==> src/rtl/or1200_if_pfq_if.sv <==
// Bus, flush and IF-side signals of the instruction prefetch queue.
// The master modport is the queue itself; slave is the CPU bus plus IF environment.
interface or1200_if_pfq_if #(
  parameter int unsigned DEPTH = 4
);
  localparam int unsigned CW = $clog2(DEPTH) + 1;

  logic          icpu_cycstb_o;
  logic [31:0]   icpu_adr_o;
  logic          icpu_ack_i;
  logic          icpu_err_i;
  logic [31:0]   icpu_dat_i;
  logic [3:0]    icpu_tag_i;
  logic          flush_i;
  logic [31:0]   flush_adr_i;
  logic          pfq_valid_o;
  logic [31:0]   pfq_insn_o;
  logic [31:0]   pfq_adr_o;
  logic [2:0]    pfq_err_o;
  logic          if_take_i;
  logic [CW-1:0] pfq_count_o;

  modport master (
    output icpu_cycstb_o, icpu_adr_o,
    input  icpu_ack_i, icpu_err_i, icpu_dat_i, icpu_tag_i,
    input  flush_i, flush_adr_i,
    output pfq_valid_o, pfq_insn_o, pfq_adr_o, pfq_err_o, pfq_count_o,
    input  if_take_i
  );

  modport slave (
    input  icpu_cycstb_o, icpu_adr_o,
    output icpu_ack_i, icpu_err_i, icpu_dat_i, icpu_tag_i,
    output flush_i, flush_adr_i,
    input  pfq_valid_o, pfq_insn_o, pfq_adr_o, pfq_err_o, pfq_count_o,
    output if_take_i
  );
endinterface

==> src/rtl/or1200_if_pfq.sv <==
// Instruction prefetch queue between the instruction bus and the IF stage:
// issues sequential single-beat fetches and buffers returned words with address and error flags.
module or1200_if_pfq #(
  parameter int unsigned DEPTH     = 4,
  parameter logic [31:0] RESET_VEC = 32'h0000_0100,
  parameter logic [31:0] NOP_INSN  = {6'b000101, 26'h041_0000}
) (
  input  logic              clk,
  input  logic              rst,
  or1200_if_pfq_if.master   bus
);

  localparam int unsigned AW = $clog2(DEPTH);
  localparam int unsigned CW = AW + 1;
  localparam logic [CW:0] DEPTH_W = (CW + 1)'(DEPTH);
  localparam logic [31:0] WORD_MASK = 32'hFFFF_FFFC;

  typedef enum logic [1:0] {IDLE, REQ, DROP} state_t;

  state_t        state_reg, state_next;
  logic [31:0]   fetch_pc_reg, fetch_pc_next;
  logic          halt_reg, halt_next;
  logic [CW-1:0] count_reg, count_next;
  logic [AW-1:0] rd_ptr_reg, rd_ptr_next;
  logic [AW-1:0] wr_ptr_reg, wr_ptr_next;
  logic          cyc_reg, cyc_next;
  logic [31:0]   adr_reg, adr_next;

  logic [31:0]   insn_mem [DEPTH];
  logic [31:0]   adr_mem  [DEPTH];
  logic [2:0]    err_mem  [DEPTH];

  logic          done;
  logic          pop;
  logic          push;
  logic          halt_upd;
  logic [CW:0]   cnt_nx;
  logic          can_issue;
  logic [2:0]    push_err;
  logic          head_valid;

  assign done       = bus.icpu_ack_i | bus.icpu_err_i;
  assign head_valid = (count_reg != '0);
  assign pop        = head_valid & bus.if_take_i;
  assign push       = done & (state_reg == REQ) & ~bus.flush_i;
  assign cnt_nx     = {1'b0, count_reg} + {{CW{1'b0}}, push} - {{CW{1'b0}}, pop};
  // An errored fetch blocks the back-to-back request in the same cycle it returns.
  assign halt_upd   = halt_reg | (push & bus.icpu_err_i);
  assign can_issue  = ~halt_upd & ~bus.flush_i & (cnt_nx < DEPTH_W);

  assign push_err = {bus.icpu_err_i & (bus.icpu_tag_i == 4'hb),
                     bus.icpu_err_i & (bus.icpu_tag_i == 4'hc),
                     bus.icpu_err_i & (bus.icpu_tag_i == 4'hd)};

  // State register
  always_ff @(posedge clk or negedge rst) begin
    if (!rst) begin
      state_reg <= IDLE;
      cyc_reg   <= 1'b0;
      adr_reg   <= '0;
    end else begin
      state_reg <= state_next;
      cyc_reg   <= cyc_next;
      adr_reg   <= adr_next;
    end
  end

  // Next-state logic
  always_comb begin
    state_next = state_reg;
    unique case (state_reg)
      IDLE: if (can_issue) state_next = REQ;
      REQ: begin
        if (bus.flush_i) begin
          // A request cannot be withdrawn once raised, so wait it out in DROP.
          state_next = done ? IDLE : DROP;
        end else if (done) begin
          state_next = can_issue ? REQ : IDLE;
        end
      end
      DROP: if (done) state_next = IDLE;
      default: state_next = IDLE;
    endcase
  end

  // Bus request outputs
  always_comb begin
    cyc_next = (state_next != IDLE);
    adr_next = adr_reg;
    unique case (state_reg)
      IDLE: if (state_next == REQ) adr_next = fetch_pc_reg & WORD_MASK;
      REQ:  if (push && can_issue) adr_next = (fetch_pc_reg + 32'd4) & WORD_MASK;
      default: adr_next = adr_reg;
    endcase
  end

  always_comb begin
    fetch_pc_next = fetch_pc_reg;
    halt_next     = halt_upd;
    count_next    = cnt_nx[CW-1:0];
    rd_ptr_next   = rd_ptr_reg;
    wr_ptr_next   = wr_ptr_reg;
    if (bus.flush_i) begin
      fetch_pc_next = bus.flush_adr_i & WORD_MASK;
      halt_next     = 1'b0;
      count_next    = '0;
      rd_ptr_next   = '0;
      wr_ptr_next   = '0;
    end else begin
      if (push) begin
        fetch_pc_next = fetch_pc_reg + 32'd4;
        wr_ptr_next   = wr_ptr_reg + 1'b1;
      end
      if (pop) rd_ptr_next = rd_ptr_reg + 1'b1;
    end
  end

  always_ff @(posedge clk or negedge rst) begin
    if (!rst) begin
      fetch_pc_reg <= RESET_VEC;
      halt_reg     <= 1'b0;
      count_reg    <= '0;
      rd_ptr_reg   <= '0;
      wr_ptr_reg   <= '0;
    end else begin
      fetch_pc_reg <= fetch_pc_next;
      halt_reg     <= halt_next;
      count_reg    <= count_next;
      rd_ptr_reg   <= rd_ptr_next;
      wr_ptr_reg   <= wr_ptr_next;
    end
  end

  // Queue storage has no reset; occupancy is tracked by count_reg alone.
  always_ff @(posedge clk) begin
    if (push) begin
      insn_mem[wr_ptr_reg] <= bus.icpu_dat_i;
      adr_mem[wr_ptr_reg]  <= adr_reg & WORD_MASK;
      err_mem[wr_ptr_reg]  <= push_err;
    end
  end

  assign bus.icpu_cycstb_o = cyc_reg;
  assign bus.icpu_adr_o    = adr_reg;
  assign bus.pfq_valid_o   = head_valid;
  assign bus.pfq_insn_o    = head_valid ? insn_mem[rd_ptr_reg] : NOP_INSN;
  assign bus.pfq_adr_o     = head_valid ? adr_mem[rd_ptr_reg]  : 32'h0;
  assign bus.pfq_err_o     = head_valid ? err_mem[rd_ptr_reg]  : 3'b000;
  assign bus.pfq_count_o   = count_reg;

endmodule

==> src/flat_wrapper.sv <==
// flat-port wrapper written by rule: the top's interface ports become plain ports
module or1200_if_pfq_flat 
#(
  parameter int unsigned DEPTH     = 4,
  parameter logic [31:0] RESET_VEC = 32'h0000_0100,
  parameter logic [31:0] NOP_INSN  = {6'b000101, 26'h041_0000}
)
  (clk, rst, bus_icpu_cycstb_o, bus_icpu_adr_o, bus_icpu_ack_i, bus_icpu_err_i, bus_icpu_dat_i, bus_icpu_tag_i, bus_flush_i, bus_flush_adr_i, bus_pfq_valid_o, bus_pfq_insn_o, bus_pfq_adr_o, bus_pfq_err_o, bus_pfq_count_o, bus_if_take_i);
  or1200_if_pfq_if #(.DEPTH(DEPTH)) bus_i ();
  input  logic clk;
  input  logic rst;
  output wire logic [$bits(bus_i.icpu_cycstb_o)-1:0] bus_icpu_cycstb_o;
  output wire logic [$bits(bus_i.icpu_adr_o)-1:0] bus_icpu_adr_o;
  input wire logic [$bits(bus_i.icpu_ack_i)-1:0] bus_icpu_ack_i;
  input wire logic [$bits(bus_i.icpu_err_i)-1:0] bus_icpu_err_i;
  input wire logic [$bits(bus_i.icpu_dat_i)-1:0] bus_icpu_dat_i;
  input wire logic [$bits(bus_i.icpu_tag_i)-1:0] bus_icpu_tag_i;
  input wire logic [$bits(bus_i.flush_i)-1:0] bus_flush_i;
  input wire logic [$bits(bus_i.flush_adr_i)-1:0] bus_flush_adr_i;
  output wire logic [$bits(bus_i.pfq_valid_o)-1:0] bus_pfq_valid_o;
  output wire logic [$bits(bus_i.pfq_insn_o)-1:0] bus_pfq_insn_o;
  output wire logic [$bits(bus_i.pfq_adr_o)-1:0] bus_pfq_adr_o;
  output wire logic [$bits(bus_i.pfq_err_o)-1:0] bus_pfq_err_o;
  output wire logic [$bits(bus_i.pfq_count_o)-1:0] bus_pfq_count_o;
  input wire logic [$bits(bus_i.if_take_i)-1:0] bus_if_take_i;
  assign bus_icpu_cycstb_o = bus_i.icpu_cycstb_o;
  assign bus_icpu_adr_o = bus_i.icpu_adr_o;
  assign bus_i.icpu_ack_i = bus_icpu_ack_i;
  assign bus_i.icpu_err_i = bus_icpu_err_i;
  assign bus_i.icpu_dat_i = bus_icpu_dat_i;
  assign bus_i.icpu_tag_i = bus_icpu_tag_i;
  assign bus_i.flush_i = bus_flush_i;
  assign bus_i.flush_adr_i = bus_flush_adr_i;
  assign bus_pfq_valid_o = bus_i.pfq_valid_o;
  assign bus_pfq_insn_o = bus_i.pfq_insn_o;
  assign bus_pfq_adr_o = bus_i.pfq_adr_o;
  assign bus_pfq_err_o = bus_i.pfq_err_o;
  assign bus_pfq_count_o = bus_i.pfq_count_o;
  assign bus_i.if_take_i = bus_if_take_i;
  or1200_if_pfq #(.DEPTH(DEPTH), .RESET_VEC(RESET_VEC), .NOP_INSN(NOP_INSN)) u_core (.clk(clk), .rst(rst), .bus(bus_i));
endmodule
==> config.mk <==
export PLATFORM = sky130hd
export DESIGN_NAME = or1200_if_pfq_flat
export DESIGN_NICKNAME = d
export VERILOG_FILES = /design/src/rtl/or1200_if_pfq_if.sv /design/src/rtl/or1200_if_pfq.sv /design/src/flat_wrapper.sv
export SDC_FILE = /design/constraint.sdc
export NUM_CORES = 1
export LEC_CHECK = 0
export CORE_UTILIZATION = 60
export CTS_BUF_LIST = sky130_fd_sc_hd__clkbuf_8 sky130_fd_sc_hd__clkbuf_16
export DETAILED_ROUTE_END_ITERATION = 10
export GPL_ROUTABILITY_DRIVEN = 1
export PLACE_DENSITY = 0.85
export SLEW_MARGIN = 15
export SYNTH_ARGS = -nofsm -noshare
export SYNTH_HDL_FRONTEND = slang
export SYNTH_SLANG_ARGS = --single-unit
==> constraint.sdc <==
create_clock -name clk -period 6.3 [get_ports clk]
set_input_delay 1.575 -clock clk [delete_from_list [all_inputs] [get_ports clk]]
set_output_delay 1.575 -clock clk [all_outputs]
set_load 0.05 [all_outputs]
* Yosys cells after proc, flatten, opt, wreduce, memory -nomap -nowiden
Memories as Yosys holds them, arrays and structs flattened.
Cells that the tools add are included.
** Cells by class
- Add/sub/neg operators :: 5
- Magnitude comparators :: 1
- Equal/unequal tests :: 8
- Muxes and demuxes :: 23
- Bitwise operators :: 13
- Reduce and logical (&&, ||, !) cells :: 8
** Operators by type and width (count)
- 32-bit two-way mux :: 6
- 32-bit case mux with 2 select lines :: 1
- 32-bit by 3-bit adder with 32-bit output (second input constant) :: 1
- 2-bit two-way mux :: 9
- 4-bit equality test (second input constant) :: 3
- 1-bit bitwise AND :: 9
- 2-bit nonzero test :: 4
- 3-bit two-way mux :: 2
- 2-bit case mux with 3 select lines :: 1
- 2-bit by 1-bit adder with 2-bit output (second input constant) :: 2
- 3-bit by 1-bit adder with 4-bit output :: 1
- 2-bit by 1-bit equality test with 1-bit output (second input constant) :: 2
- 4-bit by 3-bit < comparator with 1-bit output (second input constant) :: 1
- 1-bit two-way mux :: 4
- 4-bit by 1-bit subtractor with 4-bit output :: 1
- 3-bit AND reduction :: 1
- 3-bit nonzero test :: 1
- 2-bit equality test (second input constant) :: 1
- 2-bit zero test :: 1
- 2-bit by 1-bit != test with 1-bit output (second input constant) :: 1
- 2-bit != test (second input constant) :: 1
- 1-bit inverter :: 2
- 1-bit OR :: 2
- 1-bit logical AND :: 1
** Storage, ports and cells
- Register bits :: 75
- Bits in writable memories :: 260
- Input port bits :: 74
- Output and inout port bits :: 104
- Word-level logic and storage cells :: 69
- Memories kept :: 3
** Memory list
- u_core.insn_mem :: depth 4, width 32, read ports 1, clocked after Yosys merged registers in 0, wr ports 1, RTL line or1200_if_pfq.sv:29 : logic [31:0] insn_mem [DEPTH];
- u_core.adr_mem :: depth 4, width 30, read ports 1, clocked after Yosys merged registers in 0, wr ports 1, RTL line or1200_if_pfq.sv:30 : logic [31:0] adr_mem [DEPTH];
- u_core.err_mem :: depth 4, width 3, read ports 1, clocked after Yosys merged registers in 0, wr ports 1, RTL line or1200_if_pfq.sv:31 : logic [2:0] err_mem [DEPTH];

* Depth between registers and ports, before layout
- Depth after elaboration :: 15
- Depth in mapped cells :: 15
- Gate-level depth less buffers :: 12

* Worst setup path after synthesis
OpenSTA, ideal clock, no wires.
- Path type :: input port to flip-flop
- Start point :: input bus_icpu_err_i
- End point :: register u_core.adr_reg[10] (netlist: u_core.bus.icpu_adr_o[10])
- Library setup time :: 0.125 ns
- Arrival :: 4.236 ns
- Data required time :: 6.175 ns
- Setup slack :: 1.939 ns
- Cell stages on the path :: 12
- Buffers on the path :: 2
- Cells stage by stage :: or2_2 nand2_1 clkbuf_1 nor2_1 ha_1 inv_1 fa_1 xnor2_1 a2111oi_4 and4_4 buf_6 mux2_2
** Between the ends
- Longest elaborated chain between the ends :: 15
- Elaborated cells between the ends (all ways) :: 23
- Classes of those cells :: add/sub (2); order compare (1); eq/ne (3); mux (7); bitwise (8); reduce/logical (2)
** RTL lines
- from (decl) :: RTL line flat_wrapper.sv:15 : input wire logic [$bits(bus_i.icpu_err_i)-1:0] bus_icpu_err_i;
- branches (longest 14 deep; another with 3-bit by 1-bit adder with 4-bit output)
- 3-bit AND reduction (no source line) *
- to (signal assigned) :: RTL line or1200_if_pfq.sv:64 : adr_reg <= adr_next;
- to (decl) :: RTL line or1200_if_pfq.sv:27 : logic [31:0] adr_reg, adr_next;
Mark *: on every way between the ends.
A chain may end at the register's enable or synchronous reset.

* Final worst setup path
- Start point :: register u_core.count_reg[2] (netlist: u_core.bus.pfq_count_o[2])
- End point :: output bus_pfq_adr_o[14]
** Between the ends
- Longest elaborated chain between the ends :: 2
** RTL lines
- from (decl) :: RTL line or1200_if_pfq.sv:23 : logic [CW-1:0] count_reg, count_next;
- from (signal assigned) :: RTL line or1200_if_pfq.sv:128 : count_reg <= count_next;
- 3-bit nonzero test :: RTL line or1200_if_pfq.sv:43 : assign head_valid = (count_reg != '0);
- 32-bit two-way mux :: RTL line or1200_if_pfq.sv:147 : assign bus.pfq_adr_o = head_valid ? adr_mem[rd_ptr_reg] : 32'h0;
- to (decl) :: RTL line flat_wrapper.sv:22 : output wire logic [$bits(bus_i.pfq_adr_o)-1:0] bus_pfq_adr_o;
No other way between the ends.

==> flow_summary.ini <==
[cells_and_area]
final_layout_size_suffix_gt1_share_pct = 15.7
regMostFlops = u_core.insn_mem
fin_cells = 1388
fillCellCount = 1505
largest_reg_flops = 128
syn_to_final_growth_pct = 19.2
reg_top3 = u_core.insn_mem (128), u_core.adr_mem (120)
layout_common_cells = 260 x edfxtp_1, 170 x clkdlybuf4s50_1, 68 x dfrtp_1
final_common_cell = edfxtp_1
fin_nets = 1129
num_antenna_cells = 0

[die]
rows = 56
pin_count = 178
die_h_um = 156
core_area_um2 = 23400
start_util_pct = 61.2
fp.dieW_um = 156
dieArea_um2 = 24500

[clock_network]
cts_tree = done
cts.sinks = 331
path_clk_slew_ps = 60
worstSkewPairLatency_ps = 540
ctsResizeCount = 0
cts_buffers = 31
cts_root_buf = clkbuf_16
h-tree-depth = 1
cts_setup_buffers = 0
hold_buffers = 0
cts.path.max_buffers = 3

[critical_path]
rr_startpoint = u_core.bus.pfq_count_o[2]
path_class = flip-flop to output pin
rr_worst_depth = 13
worstPathRequired_ps = 4720
r2r_slack_ps = 1350
endpoint_kind = output pin
arrival_ps = 3750
r2r-end = u_core.bus.icpu_adr_o[10]
critical_path.startpoint = u_core.bus.pfq_count_o[2]
start_kind = flip-flop
worstPathMaxFanout = 42

[pwr]
seqPwrFrac_pct = 39.1
total_switching_power_mw = 2.89
internal_power_mw = 4.79
p_sw_share_pct = 37.6
comb_power_share_pct = 37.9
p_leak_nw = 5.64
clkPwrFrac_pct = 22.9
pwr_density_cell_nw_per_um2 = 450
ir_drop_uv = 240

[sta]
rsz0062_at_grt = false
tns_ps = 0
clock_skew_ps = 10.8
final_hold_viol_count = 0
tightestPinTransition_ps = 1140
slew_viol_final = 0
setup_viol = 0
max_freq_mhz = 188
worst_hold_slack_ps = 548
fin_crit_ps = 5330
fin_crit_sh_pct = 84.6
relSlewSlack_pct = 23.5

[synth]
synthDistinctLibCells = 63
ys_seq_area_share_pct = 67.0
syn_inst = 892
ys.flop_type = edfxtp_1
synth_edf_count = 260
synth_async_sr_flop_share_pct = 21.5
syn_area_um2 = 14300
yosysWarnings = 0
avgSynthCellArea_um2 = 16.0
ys_ff_latch = 331

[global_routing]
grt_pass1_vias = 8288
antenna_found_initial = 0
grt_pass1_wl_um = 46600
grt_max_degree = 72
grt_overflow = 0
grt_use_total_pct = 24.9

[place]
dp_cells = 1331
gp_congestion = 0.896
place_hpwl_um = 18400
portBuffers = 171

[detailed_routing]
drt_first_pass_iters = 7
drc = 0
postRouteAntennaNets = 0
totalWireLength_um = 29600
via_count = 8404
drt-initial-drc-count = 589
wl_per_cell_um = 21.3
vias_per_cell = 6.05

[run_status]
run_status = finished clean

[min_path]
holdPathEnd = u_core.adr_mem[2][7]
hold_path_class = flip-flop to flip-flop
holdPathStages = 0
hp-start = u_core.bus.icpu_adr_o[9]

[flow_run]
maxCapViolations = 0
==> cells in the mapped netlist (15+ instances only) <==
cell type  count  area, um2
and2_1        67        419
o21ai_0       21        105
dfrtp_1       70       1750
edfxtp_1     260       7810
nand4_1       21        131
a31oi_1       31        194
xnor2_1       15        131
a41oi_1       18        158
nand3_1       18       90.1
nand2_1       42        158
clkbuf_1      29        109
o31ai_1       16        120
mux4_2        65       1460
nor2_1        33        124
==> power groups by stage <==
| stage | Clock, mW | Combinational (mW) | Sequential [mW] |
|---|---|---|---|
| 2_1_floorplan | 0 | 1.83 | 3.20 |
| 3_3_place_gp | 0 | 2.88 | 3.03 |
| 3_5_place_dp | 0 | 2.92 | 3.05 |
| 4_1_cts | 1.79 | 2.94 | 3.01 |
| 5_1_grt | 1.88 | 3.07 | 3.05 |
| 6_report | 1.76 | 2.91 | 3.00 |
==> cells by family after synthesis <==
| family | share of synthesized area (%) |
|---|---|
| AOI/OAI and AO/OA | 5.54 |
| xor gates and xnor gates | 1.35 |
| adders and majority gates | 0.927 |
| buffers and inverters | 3.48 |
| DFF | 67.0 |
| muxes | 11.3 |
| other | 0.0262 |
| and+or+nand+nor | 10.4 |
==> critical path, cell delays in order (launching register included) <==
cell and delay, ps:
dfrtp_1 450, nor3_1 610, clkinv_1 720, buf_4 470, and2_1 220, clkdlybuf4s50_1 720
==> worst max-delay path by stage <==
stage / endpoint / cells past startpoint
final: bus_pfq_adr_o[14] / 5
after detailed placement: u_core.bus.icpu_adr_o[3] / 12
after floorplan: u_core.bus.icpu_adr_o[10] / 12
after global routing: bus_pfq_adr_o[13] / 5
after global placement: u_core.bus.icpu_adr_o[13] / 12
after CTS: bus_pfq_adr_o[14] / 5
==> through the flow <==
stage	worst slack [ps]	cell area [um2]	power, mW	utilization, %
floorplan	1940	14300	5.03	-
CTS	838	17100	7.74	72.9
global placement	1080	16100	5.91	68.7
global route	642	17100	7.99	72.9
finish	970	17100	7.68	72.9
detailed placement	1000	16100	5.97	68.7
==> per-layer routing <==
metal / vias to the layer above / track usage (%) / share of wire [%]
met1: 4227 / 36.3 / 43
li1: 3836 / - / -
met4: 0 / 5.93 / 1.7
met5: - / 0 / 0
met2: 303 / 40.3 / 49
met3: 38 / 3.60 / 6.5
==> area by class of cell <==
class / instances / area [um2] / area share (%)
timing repair buffer: 182 / 1790 / 10.5
multi-input combinational: 484 / 4250 / 24.9
tap: 319 / 399 / 2.34
inverter: 15 / 56.3 / 0.330
sequential: 331 / 9590 / 56.2
clock buffer: 34 / 817 / 4.79
clock inverter: 23 / 156 / 0.917
(Power assumes the default switching activity.)
